$ cat config.mk
export PLATFORM = sky130hd
export DESIGN_NAME = dealloc_controller
export DESIGN_NICKNAME = d
export VERILOG_FILES = /design/src/rtl/dealloc_controller.sv
export SDC_FILE = /design/constraint.sdc
export NUM_CORES = 1
export LEC_CHECK = 0
export ABC_AREA = 0
export CAP_MARGIN = 20
export CELL_PAD_IN_SITES_DETAIL_PLACEMENT = 1
export CELL_PAD_IN_SITES_GLOBAL_PLACEMENT = 1
export CORE_AREA = 2 2 96 98
export DETAILED_ROUTE_END_ITERATION = 8
export DIE_AREA = 0 0 98 100
export HOLD_SLACK_MARGIN = 0.03
export PLACE_DENSITY = 0.91
export RECOVER_POWER = 100
export SLEW_MARGIN = 5
export SYNTH_ARGS = -nofsm -noshare
export SYNTH_HDL_FRONTEND = slang
export SYNTH_SLANG_ARGS = --single-unit
$ cat constraint.sdc
create_clock -name clk -period 5.1 [get_ports clk]
set_clock_uncertainty 0.15 [all_clocks]
set_input_delay 0.51 -clock clk [delete_from_list [all_inputs] [get_ports clk]]
set_output_delay 0.51 -clock clk [all_outputs]
set_load 0.02 [all_outputs]
$ cat src/rtl/dealloc_controller.sv
// Free-side engine of the dynamic memory allocator: looks up a register's block
// pointer, validates it against its size class, clears the slot bit and zeroes the pointer.
module dealloc_controller #(
    parameter int AW   = 8,
    parameter int NCLS = 6
) (
    input  logic              clk,
    input  logic              reset,
    input  logic              free_req,
    input  logic [2:0]        free_reg,
    input  logic [2:0]        free_cls,
    output logic              busy,
    output logic              done,
    output logic              err,
    output logic [1:0]        err_code,
    output logic [2:0]        ra_a,
    input  logic [AW-1:0]     ra_rd,
    output logic              ra_we,
    output logic [AW-1:0]     ra_wd,
    output logic [2:0]        sa_a,
    input  logic [AW-1:0]     sa_rd,
    input  logic [6*NCLS-1:0] status_in,
    output logic              st_we,
    output logic [2:0]        st_a,
    output logic [5:0]        st_wd
);

    typedef enum logic [2:0] {
        S_IDLE,
        S_LOOKUP,
        S_CHECK,
        S_WRITE,
        S_DONE
    } state_t;

    state_t          state;
    logic [2:0]      reg_q;
    logic [2:0]      cls_q;
    logic [AW-1:0]   addr_q;
    logic [AW-1:0]   base_q;

    logic [AW-1:0]   off;
    logic [AW-1:0]   slot;
    logic [AW-1:0]   mask;
    logic [3:0]      shamt;
    logic [5:0]      row;
    logic [5:0]      row_clr;
    logic            chk_fail;
    logic [1:0]      chk_code;

    assign ra_wd = '0;

    // Slot decode and validation on the latched pointer/base, in priority order.
    always_comb begin
        off     = addr_q - base_q;
        shamt   = {1'b0, cls_q} + 4'd1;
        slot    = off >> shamt;
        mask    = ~({AW{1'b1}} << shamt);
        row     = '0;
        for (int unsigned k = 0; k < NCLS; k++) begin
            if (cls_q == 3'(k))
                row = status_in[6*k +: 6];
        end
        row_clr  = row & ~(6'b1 << slot[2:0]);
        chk_fail = 1'b1;
        chk_code = 2'b00;
        if (cls_q >= 3'(NCLS))
            chk_code = 2'b00;
        else if ((addr_q < base_q) || (slot >= AW'(6)))
            chk_code = 2'b01;
        else if ((off & mask) != '0)
            chk_code = 2'b10;
        else if (!row[slot[2:0]])
            chk_code = 2'b11;
        else
            chk_fail = 1'b0;
    end

    always_ff @(posedge clk or negedge reset) begin
        if (!reset) begin
            state    <= S_IDLE;
            busy     <= 1'b0;
            done     <= 1'b0;
            err      <= 1'b0;
            err_code <= 2'b00;
            ra_a     <= '0;
            sa_a     <= '0;
            st_a     <= '0;
            st_wd    <= '0;
            ra_we    <= 1'b0;
            st_we    <= 1'b0;
            reg_q    <= '0;
            cls_q    <= '0;
            addr_q   <= '0;
            base_q   <= '0;
        end else begin
            done  <= 1'b0;
            ra_we <= 1'b0;
            st_we <= 1'b0;
            case (state)
                S_IDLE: begin
                    if (free_req) begin
                        reg_q    <= free_reg;
                        cls_q    <= free_cls;
                        ra_a     <= free_reg;
                        sa_a     <= free_cls;
                        err      <= 1'b0;
                        err_code <= 2'b00;
                        busy     <= 1'b1;
                        state    <= S_LOOKUP;
                    end
                end
                S_LOOKUP: begin
                    addr_q <= ra_rd;
                    base_q <= sa_rd;
                    state  <= S_CHECK;
                end
                S_CHECK: begin
                    if (chk_fail) begin
                        err      <= 1'b1;
                        err_code <= chk_code;
                        done     <= 1'b1;
                        state    <= S_DONE;
                    end else begin
                        st_we <= 1'b1;
                        st_a  <= cls_q;
                        st_wd <= row_clr;
                        ra_we <= 1'b1;
                        ra_a  <= reg_q;
                        state <= S_WRITE;
                    end
                end
                S_WRITE: begin
                    done  <= 1'b1;
                    state <= S_DONE;
                end
                S_DONE: begin
                    busy  <= 1'b0;
                    state <= S_IDLE;
                end
                default: begin
                    busy  <= 1'b0;
                    state <= S_IDLE;
                end
            endcase
        end
    end

endmodule

==> impl_metrics.py <==
metrics = {
    "clock_network": {
        "cts_root_buffer": "clkbuf_8",
        "postCtsHoldBufs": 0,
        "numCtsBuffers": 5,
        "clk_latency_ps": 310,
        "cts_setup_buffers": 0,
        "cts.sinks": 43,
        "path_clk_slew_ps": 90,
        "clock_path_buffers": 2,
        "cts_resized": 0,
        "cts.htree.levels": 2,
        "tritoncts": "yes",
    },
    "setup_path": {
        "cp.required_ps": 5120,
        "cp_max_fo": 23,
        "slowest_delay_ps": 850,
        "critPathLaunch": "cls_q[2]",
        "crit_chain": "clkinv_1 > ha_1 > a21oi_1 > nand2_1 > a31oi_1 > a21oi_1 > nor3_1 > o31ai_1 > o21ai_0 > a32oi_1",
        "cp_top_family": "compound AO/OA/AOI/OAI gates",
        "critPathLaunchType": "flop",
        "r2r_start": "cls_q[2]",
        "cp.arrival_ps": 4180,
        "crit_path_top_delay_cell": "dfrtp_1",
        "path_buf_inv": 1,
        "critPathMostFrequentCell": "a21oi_1",
        "critPathCaptureType": "flop",
        "criticalPathCategory": "flop to flop",
    },
    "global_route": {
        "grt_max_degree": 44,
        "grt_pass1_wl_um": 15970,
        "antenna_found_initial": 0,
        "gr-usage-all-layers": 0.1972,
        "grt_pass1_vias": 3311,
        "grt_overflow": 0,
    },
    "power": {
        "switching_share": 0.5369,
        "power_density_mw_per_mm2": 772.8,
        "p_leak_uw": 0.001747,
        "p_int_uw": 1489,
        "combPwrFrac": 0.733,
        "switchingPower_uw": 1726,
        "ir_drop_mv": 0.3468,
        "p_clk_frac": 0.072,
        "p_seq_frac": 0.195,
    },
    "yosys": {
        "synth_area_per_cell_um2": 8.393,
        "synthCells": 387,
        "ys.flop_type": "dfrtp_1",
        "async_reset_ff_frac": 1.000,
        "syn-cell-area_mm2": 0.003248,
        "synth_cell_types": 66,
        "synth_seq_area_share": 0.3313,
        "ys_ff_latch": 43,
        "synth_warnings": 0,
        "synth_edf_count": 0,
    },
    "timing": {
        "setup_ws_ps": 942.3,
        "setup_viol": 0,
        "period_share": 0.8152,
        "finalHoldViolCount": 0,
        "timing.hold.ws_ps": 334.2,
        "finalSetupTns_ps": 0,
        "grt_setup_unrepaired": "false",
        "worst_slew_pin_slew_ps": 2333,
        "relSlewSlack": -0.5556,
        "fin_crit_ps": 4158,
        "maxSlewViolCount": 44,
        "fmaxAchievable_mhz": 240.5,
    },
    "placed_design": {
        "dpl_worst_slack_ps": 1082,
        "routabilityCongestion": 0.8454,
        "port-buffer-count": 82,
        "hpwl_um": 7288,
    },
    "run_status": {
        "status": "complete, but fails checks",
        "violations": "capacitance limit, slew limit",
    },
    "layout": {
        "n_antenna_cell": 0,
        "drive_gt1_frac": 0.09978,
        "final_nets": 539,
        "syn2layout_area_growth_pct": 28.08,
    },
    "die": {
        "die_x_um": 98,
        "start_util": 0.3654,
        "fp.dieH_um": 100,
        "die-area_mm2": 0.009800,
        "rows": 35,
        "core_area_mm2": 0.008890,
        "io_pins": 91,
    },
    "route": {
        "totalWireLength_um": 9490,
        "viasPerCell": 5.497,
        "wire_per_inst_um": 16.59,
        "final_antenna_net_count": 0,
        "route.vias.total": 3144,
        "drcViolationCount": 0,
        "drtPass1Iterations": 4,
        "drtIter0Drc": 172,
    },
    "run": {
        "cap_violations": 1,
    },
    "min_path": {
        "min-delay-start": "reg_q[0]",
        "hold_path.class": "flop to flop",
    },
}
## metal layers
metal | wire [um] | GRT usage
met4 | 225 | 0.06624
met5 | 0 | 0
met2 | 4773 | 0.3541
met3 | 358 | 0.02437
met1 | 4131 | 0.2462
## registers in the layout (all words and copies together), names as in the netlist
signal    count
addr_q        8
base_q        8
busy          1
cls_q         3
done          1
err           1
err_code      2
ra_a          3
reg_q         3
st_a          3
st_wd         6
st_we         1
state         3
## placed cells by master (no fill, tap or decap), types with 8 or more instances in the layout
cell / Yosys / layout
nand2_1: 54 / 59
clkdlybuf4s50_1: 0 / 58
dfrtp_1: 43 / 43
o21ai_0: 32 / 35
a21oi_1: 31 / 31
inv_1: 23 / 23
dlygate4sd3_1: 0 / 23
ha_1: 17 / 17
nand3_1: 15 / 15
nor3_1: 13 / 14
nor2_1: 13 / 13
o21a_1: 8 / 8
o21ai_2: 9 / 8
conb_1: 1 / 8
## metrics by stage
| stage | std cells | util | instance area, um2 | power, uW |
|---|---|---|---|---|
| finish | 572 | 0.4680 | 4160 | 3215 |
| global route | 572 | 0.4680 | 4160 | 3500 |
| CTS | 572 | 0.4721 | 4197 | 3256 |
| detailed placement | 564 | 0.4616 | 4104 | 3005 |
| global placement | 564 | 0.4616 | 4104 | 2891 |
| floorplan | 394 | - | 3274 | 2344 |
## power by group through the flow
| stage | registers (uW) | logic [uW] | clock network, uW |
|---|---|---|---|
| final | 628 | 2360 | 231 |
| after global routing | 654 | 2590 | 256 |
| after floorplan | 636 | 1710 | 0 |
| after global placement | 630 | 2260 | 0 |
| after detailed placement | 640 | 2370 | 0 |
| after CTS | 634 | 2380 | 240 |
## cell type report
type | instances | area (um2)
multi-input combinational | 301 | 1933
inverter | 25 | 93.84
tap | 111 | 138.9
clock inverter | 3 | 23.77
sequential | 43 | 1076
fill | 1089 | 4730
timing repair buffer | 84 | 825.8
clock buffer | 5 | 68.82
## logic make-up (layout without fill, tap and decap cells)
group,count (synthesis),after routing,share of synthesized area
buffers and inverters,50,117,0.07665
muxes,8,8,0.02889
xor gates and xnor gates,5,5,0.01579
other,1,8,0.001155
and+or+nand+nor,133,133,0.2038
adders and majority gates,18,18,0.07165
DFF,43,43,0.3313
AOI/OAI and AO/OA,129,129,0.2708
## synthesized netlist by cell type, types with 2 or more instances
cell type | instances | area, um2
a2111oi_0 | 2 | 17.52
a211oi_1 | 3 | 22.52
a211oi_2 | 2 | 25.02
a21o_1 | 2 | 15.01
a21oi_1 | 31 | 155.2
a221oi_1 | 2 | 17.52
a31oi_1 | 3 | 18.77
a32oi_1 | 6 | 52.55
and2_1 | 2 | 12.51
buf_2 | 3 | 15.01
buf_4 | 9 | 67.56
clkbuf_1 | 11 | 41.29
dfrtp_1 | 43 | 1076
ha_1 | 17 | 212.7
inv_1 | 23 | 86.33
mux2_2 | 7 | 78.83
nand2_1 | 54 | 202.7
nand2_2 | 7 | 43.79
nand2b_1 | 6 | 37.54
nand3_1 | 15 | 75.07
nand3b_1 | 3 | 22.52
nor2_1 | 13 | 48.80
nor2b_1 | 4 | 25.02
nor3_1 | 13 | 65.06
nor3_2 | 4 | 40.04
nor4_1 | 2 | 12.51
o211ai_1 | 4 | 30.03
o21a_1 | 8 | 60.06
o21ai_0 | 32 | 160.2
o21ai_1 | 4 | 20.02
o21ai_2 | 9 | 78.83
o22ai_1 | 3 | 18.77
o31ai_1 | 3 | 22.52
or2_2 | 2 | 12.51
xnor2_1 | 4 | 35.03
## worst reg2reg max path, stage by stage (launching register included)
cell and delay (ps):
dfrtp_1 850, clkinv_1 600, ha_1 570, a21oi_1 190
nand2_1 70, a31oi_1 280, a21oi_1 80, nor3_1 480
o31ai_1 250, o21ai_0 350, a32oi_1 160
## worst paths after layout
| kind | endpoint | slack (ps) | cells past startpoint |
|---|---|---|---|
| setup reg to reg | ra_a[0] | 940 | 10 |
| hold reg to reg | reg_q[0] | 330 | 2 |
| setup / recovery | ra_a[0] | 940 | 10 |
| hold / removal | reg_q[0] | 330 | 2 |
| min in group asynchronous | busy | 740 | 1 |
| max in group asynchronous | base_q[0] | 2730 | 1 |
Note: power is estimated with default switching activity, not from simulation.
